$ cat config.mk
export PLATFORM = sky130hd
export DESIGN_NAME = mem_port_arbiter
export DESIGN_NICKNAME = d
export VERILOG_FILES = /design/src/rtl/mem_port_arbiter_pkg.sv /design/src/rtl/mem_port_arbiter_picker.sv /design/src/rtl/mem_port_arbiter.sv
export SDC_FILE = /design/constraint.sdc
export NUM_CORES = 1
export LEC_CHECK = 0
export CAP_MARGIN = 20
export CORE_ASPECT_RATIO = 0.7
export CORE_MARGIN = 8
export CORE_UTILIZATION = 33
export DETAILED_ROUTE_END_ITERATION = 10
export GPL_TIMING_DRIVEN = 0
export PLACE_DENSITY_LB_ADDON = 0.08
export SYNTH_ARGS = -nofsm -noshare
export SYNTH_HDL_FRONTEND = slang
export SYNTH_HIERARCHICAL = 1
export SYNTH_SLANG_ARGS = --single-unit
$ cat constraint.sdc
create_clock -name clk -period 2.35 [get_ports clk]
set_input_delay 0.705 -clock clk [delete_from_list [all_inputs] [get_ports clk]]
set_output_delay 0.705 -clock clk [all_outputs]
set_load 0.02 [all_outputs]
$ cat src/rtl/mem_port_arbiter_pkg.sv
// Shared types for the memory port arbiter: FSM state encoding and index-width helper.
package arb_types;

  typedef enum logic {
    IDLE = 1'b0,
    BUSY = 1'b1
  } arb_state_t;

  // Width of a channel index; a 1-bit index is kept even for degenerate channel counts.
  function automatic int idx_width(input int num_ch);
    return (num_ch < 2) ? 1 : $clog2(num_ch);
  endfunction

endpackage

$ cat src/rtl/mem_port_arbiter_picker.sv
// Rotating priority picker: finds the first requester at or above ptr (modulo NUM_CH).
module rr_picker #(
  parameter int NUM_CH = 2,
  parameter int IDX_W  = 1
) (
  input  logic [NUM_CH-1:0] req,
  input  logic [IDX_W-1:0]  ptr,
  output logic [NUM_CH-1:0] gnt,
  output logic [IDX_W-1:0]  idx,
  output logic              valid
);

  logic [2*NUM_CH-1:0] dbl_req;
  logic [NUM_CH-1:0]   rot_req;
  logic [IDX_W-1:0]    rot_idx;
  logic [IDX_W:0]      sum;

  // Rotating the doubled vector right by ptr puts channel ptr at bit 0.
  assign dbl_req = {req, req};
  assign rot_req = NUM_CH'(dbl_req >> ptr);

  // NOTE: every variable written in always_comb gets a default first, so no path infers a latch.
  always_comb begin
    rot_idx = '0;
    valid   = 1'b0;
    for (int i = NUM_CH - 1; i >= 0; i--) begin
      if (rot_req[i]) begin
        rot_idx = IDX_W'(i);
        valid   = 1'b1;
      end
    end
  end

  // Rotate the winning position back into the channel numbering.
  assign sum = {1'b0, rot_idx} + {1'b0, ptr};
  assign idx = (sum >= (IDX_W+1)'(NUM_CH)) ? IDX_W'(sum - (IDX_W+1)'(NUM_CH))
                                           : sum[IDX_W-1:0];
  assign gnt = valid ? (NUM_CH'(1) << idx) : '0;

endmodule

$ cat src/rtl/mem_port_arbiter.sv
// N-channel memory arbiter: latches one winning request and holds it on the memory port until mem_resp.
module mem_port_arbiter
  import arb_types::*;
#(
  parameter int NUM_CH     = 2,
  parameter int ADDR_W     = 32,
  parameter int DATA_W     = 32,
  parameter int FIXED_PRIO = 0,
  localparam int MBE_W     = DATA_W / 8
) (
  input  logic                     clk,
  input  logic                     rst,
  input  logic [NUM_CH-1:0]        ch_read,
  input  logic [NUM_CH-1:0]        ch_write,
  input  logic [NUM_CH*ADDR_W-1:0] ch_addr,
  input  logic [NUM_CH*DATA_W-1:0] ch_wdata,
  input  logic [NUM_CH*MBE_W-1:0]  ch_mbe,
  output logic [DATA_W-1:0]        ch_rdata,
  output logic [NUM_CH-1:0]        ch_resp,
  output logic                     mem_read,
  output logic                     mem_write,
  output logic [ADDR_W-1:0]        mem_addr,
  output logic [DATA_W-1:0]        mem_wdata,
  output logic [MBE_W-1:0]         mem_mbe,
  input  logic [DATA_W-1:0]        mem_rdata,
  input  logic                     mem_resp
);

  localparam int IDX_W = idx_width(NUM_CH);

  typedef struct packed {
    logic              read;
    logic              write;
    logic [ADDR_W-1:0] addr;
    logic [DATA_W-1:0] wdata;
    logic [MBE_W-1:0]  mbe;
  } req_t;

  arb_state_t        state;
  logic [IDX_W-1:0]  ptr;
  logic [IDX_W-1:0]  grant;
  logic [IDX_W-1:0]  next_ptr;
  logic [IDX_W-1:0]  pick_ptr;
  logic [IDX_W-1:0]  pick_idx;
  logic [NUM_CH-1:0] pick_gnt;
  logic [NUM_CH-1:0] ch_req;
  logic              pick_valid;
  req_t              sel_req;
  req_t              req_q;

  assign ch_req   = ch_read | ch_write;
  // Fixed priority is round-robin with the search always starting at channel 0.
  assign pick_ptr = (FIXED_PRIO != 0) ? '0 : ptr;

  rr_picker #(
    .NUM_CH (NUM_CH),
    .IDX_W  (IDX_W)
  ) u_picker (
    .req   (ch_req),
    .ptr   (pick_ptr),
    .gnt   (pick_gnt),
    .idx   (pick_idx),
    .valid (pick_valid)
  );

  // One-hot mux of the winner's fields; read wins when a channel raises both ops.
  always_comb begin
    sel_req = '0;
    for (int i = 0; i < NUM_CH; i++) begin
      if (pick_gnt[i]) begin
        sel_req.read  = ch_read[i];
        sel_req.write = ch_write[i] & ~ch_read[i];
        sel_req.addr  = ch_addr[i*ADDR_W +: ADDR_W];
        sel_req.wdata = ch_wdata[i*DATA_W +: DATA_W];
        sel_req.mbe   = ch_mbe[i*MBE_W +: MBE_W];
      end
    end
  end

  assign next_ptr = (grant == IDX_W'(NUM_CH - 1)) ? '0 : grant + IDX_W'(1);

  // NOTE: sequential state uses non-blocking assignments so every register sees pre-edge values.
  always_ff @(posedge clk) begin
    if (rst) begin
      state <= IDLE;
      ptr   <= '0;
      grant <= '0;
      req_q <= '0;
    end else begin
      case (state)
        IDLE: begin
          if (pick_valid) begin
            req_q <= sel_req;
            grant <= pick_idx;
            state <= BUSY;
          end
        end
        BUSY: begin
          if (mem_resp) begin
            req_q.read  <= 1'b0;
            req_q.write <= 1'b0;
            state       <= IDLE;
            if (FIXED_PRIO == 0) ptr <= next_ptr;
          end
        end
        default: state <= IDLE;
      endcase
    end
  end

  assign mem_read  = req_q.read;
  assign mem_write = req_q.write;
  assign mem_addr  = req_q.addr;
  assign mem_wdata = req_q.wdata;
  assign mem_mbe   = req_q.mbe;

  assign ch_rdata = mem_rdata;
  assign ch_resp  = (mem_resp && state == BUSY) ? (NUM_CH'(1) << grant) : '0;

endmodule
==> metrics <==
die width=137 um; Avg Cell Area, Syn=8.88 um^2; sequential power share=0.334; CP arrival=2.51 ns; Max-Cap Viols=0; Slew @ Worst Pin=0.544 ns; Leak Pwr=2.51 nW; Final Hold Fails=0; CTS Buffer Depth=2; top post-synthesis cells by area=dfxtp_1, a221oi_1, nor3_1; final period utilization=0.962; CTS Buf Count=9; CTS clk-pin slew, worst paths=0.05 ns; max incr delay on CP=0.43 ns; global route total overflow=0; unrepaired setup endpoints after global routing=yes; Internal=3.08 mW; Die Span Y=100 um; clk sinks=73; register bit total from synthesis=73; Initial Util=0.343; gr usage total=0.190; Synth Net Count=553; setup_tns=0 ns; final instance area=6490 um^2; Clk network pwr share=0.334; YS warnings=6; Cell Chain, Critical Path=clkdlybuf4s50_1 > or2_2 > a21boi_2 > buf_6 > nor2b_4 > buf_6 > buf_4 > a221oi_1 > nor3_1; antenna violations before repair=0; fin crit period=2.26 ns; hold_buf cts=0; Final Net Count=809; share of post-route cells with drive strength above 1=0.183; fillcell total=798; IO buf count=245; dpl ws=-0.446 ns; Inserted Diodes=0; register area=1460 um^2; Psw=1.24 mW; P per Cell Area=666 nW/um^2; first-pass GRT wire length=20,600 um; Starting DRT DRC Count=108; residual DRC count=0; worst endpoint required time=2.59 ns; part of the power in combinational logic=0.332; CP endpoint kind=flip-flop; vias in the first global route=3,923; max_slew headroom=0.638; Syn Std Cell Area=3360 um^2; most frequent cells in the layout=clkdlybuf4s50_1, dfxtp_1, nor2_1, nor3_1, a221oi_1; Skew-Pair Late Insertion Delay=0.33 ns; worst hold path class=flip-flop to flip-flop; Cell variety after synth=27; Core Box Area=9800 um^2; routed wire length=13,800 um; worst setup path class=primary input to flip-flop; slowest library cell on the worst path=clkdlybuf4s50_1; synthesized instance count=378; area share of the largest cell type after synthesis=0.435; non-filler cells, final=766; post-route worst setup slack=0.0887 ns; htree depth=3; sequential fraction of the synthesis area=0.435; Worst setup SP type=primary input; CTS tree=done; area leader, netlist=dfxtp_1; row cnt=30; Layout area overhead=93.3%; # placed instances=751; area taken by multi-input logic gates=1570 um^2; Peak Freq=442 MHz; outcome=completed; Peak VDD IR=0.356 mV; drt pass-1 iters=4; root buffer cell=clkbuf_16; CP Max Fanout=10; post-detailed-route count of antenna-violating nets=0; DIE AREA=13,700 um^2; cell mode on critical path=buf_6; Slew Viols, Final=0; hold_ws=0.472 ns; clk_skew=0.00226 ns; largest net degree at the start of global routing=13; dpl cell area=5970 um^2; setup violators final=0; most common cell after layout, fill and taps aside=clkdlybuf4s50_1; DR WL/cell=18.1 um; IO Count=279; via count=3,826; fin util=0.662; sw frac=0.288; Vias per Instance=4.99; Power Total=4.32 mW; Final HPWL DP=11,300 um; routability cong.=0.765
-- cell families (layout without fill, tap and decap cells) --
| kind of cell | after synthesis | count (layout) | synth area share |
|---|---|---|---|
| AOI/OAI and AO/OA | 77 | 77 | 0.198 |
| buffers and inverters | 73 | 333 | 0.152 |
| DFF | 73 | 73 | 0.435 |
| muxes | 1 | 1 | 0.00298 |
| and+or+nand+nor | 154 | 154 | 0.212 |
-- cells in the mapped netlist, drive strengths merged --
| master | count |
|---|---|
| a21boi | 2 |
| a21oi | 4 |
| a221oi | 68 |
| a22oi | 1 |
| a311oi | 1 |
| and3 | 1 |
| and3b | 1 |
| buf | 59 |
| clkbuf | 13 |
| dfxtp | 73 |
| inv | 1 |
| mux2i | 1 |
| nand2 | 3 |
| nand2b | 2 |
| nand3b | 3 |
| nor2 | 71 |
| nor2b | 2 |
| nor3 | 68 |
| o31ai | 1 |
| or2 | 3 |
-- worst paths after layout --
kind,start,to,slack [ns],cells after the start
setup / recovery,ch_read[1],mem_wdata[17],0.09,9
hold / removal,grant,grant,0.47,2
setup reg to reg,pick_ptr,mem_wdata[24],0.73,8
hold reg to reg,grant,grant,0.47,2
-- layer usage --
layer	wire length (um)	part of all wire	global-route usage	up-vias
li1	-	-	-	1877
met1	5190	0.37	0.205	1771
met2	6910	0.50	0.331	168
met3	1600	0.12	0.0818	10
met4	146	0.011	0.0513	0
met5	0	0	0	-
-- state kept, by name (all words and copies together) (netlist names) --
name,count
state,1
mem_wdata,32
mem_mbe,4
grant,1
mem_write,1
mem_read,1
pick_ptr,1
mem_addr,32
-- cell type report --
class                      count  share of cell area
clock buffer                  10              0.0368
inverter                       1            0.000578
clock inverter                 5              0.0123
sequential                    73               0.225
tap                          128              0.0247
timing repair buffer         245               0.378
buffer                        72              0.0804
multi-input combinational    232               0.242
-- power by group through the flow --
stage,Combinational (mW),Clock (mW),Sequential (mW)
after global placement,1.36,0,1.46
final,1.44,1.44,1.44
after CTS,1.39,1.47,1.44
after global routing,1.55,1.53,1.46
after floorplan,0.523,0,1.63
after detailed placement,1.38,0,1.47
-- what timing repair did --
action | CTS | global route
cloned | 0 | 0
resized for setup | 10 | 42
endpoints found under the setup margin | 14 | 68
pin swaps | 0 | 2
setup buffers | 0 | 0
-- critical path: cells and delay by family --
family                 cells  cell delay, ns
buffers and inverters      4            0.92
AOI/OAI and AO/OA          2            0.27
and+or+nand+nor            3            0.61
Power figures use the tool's default switching activity.
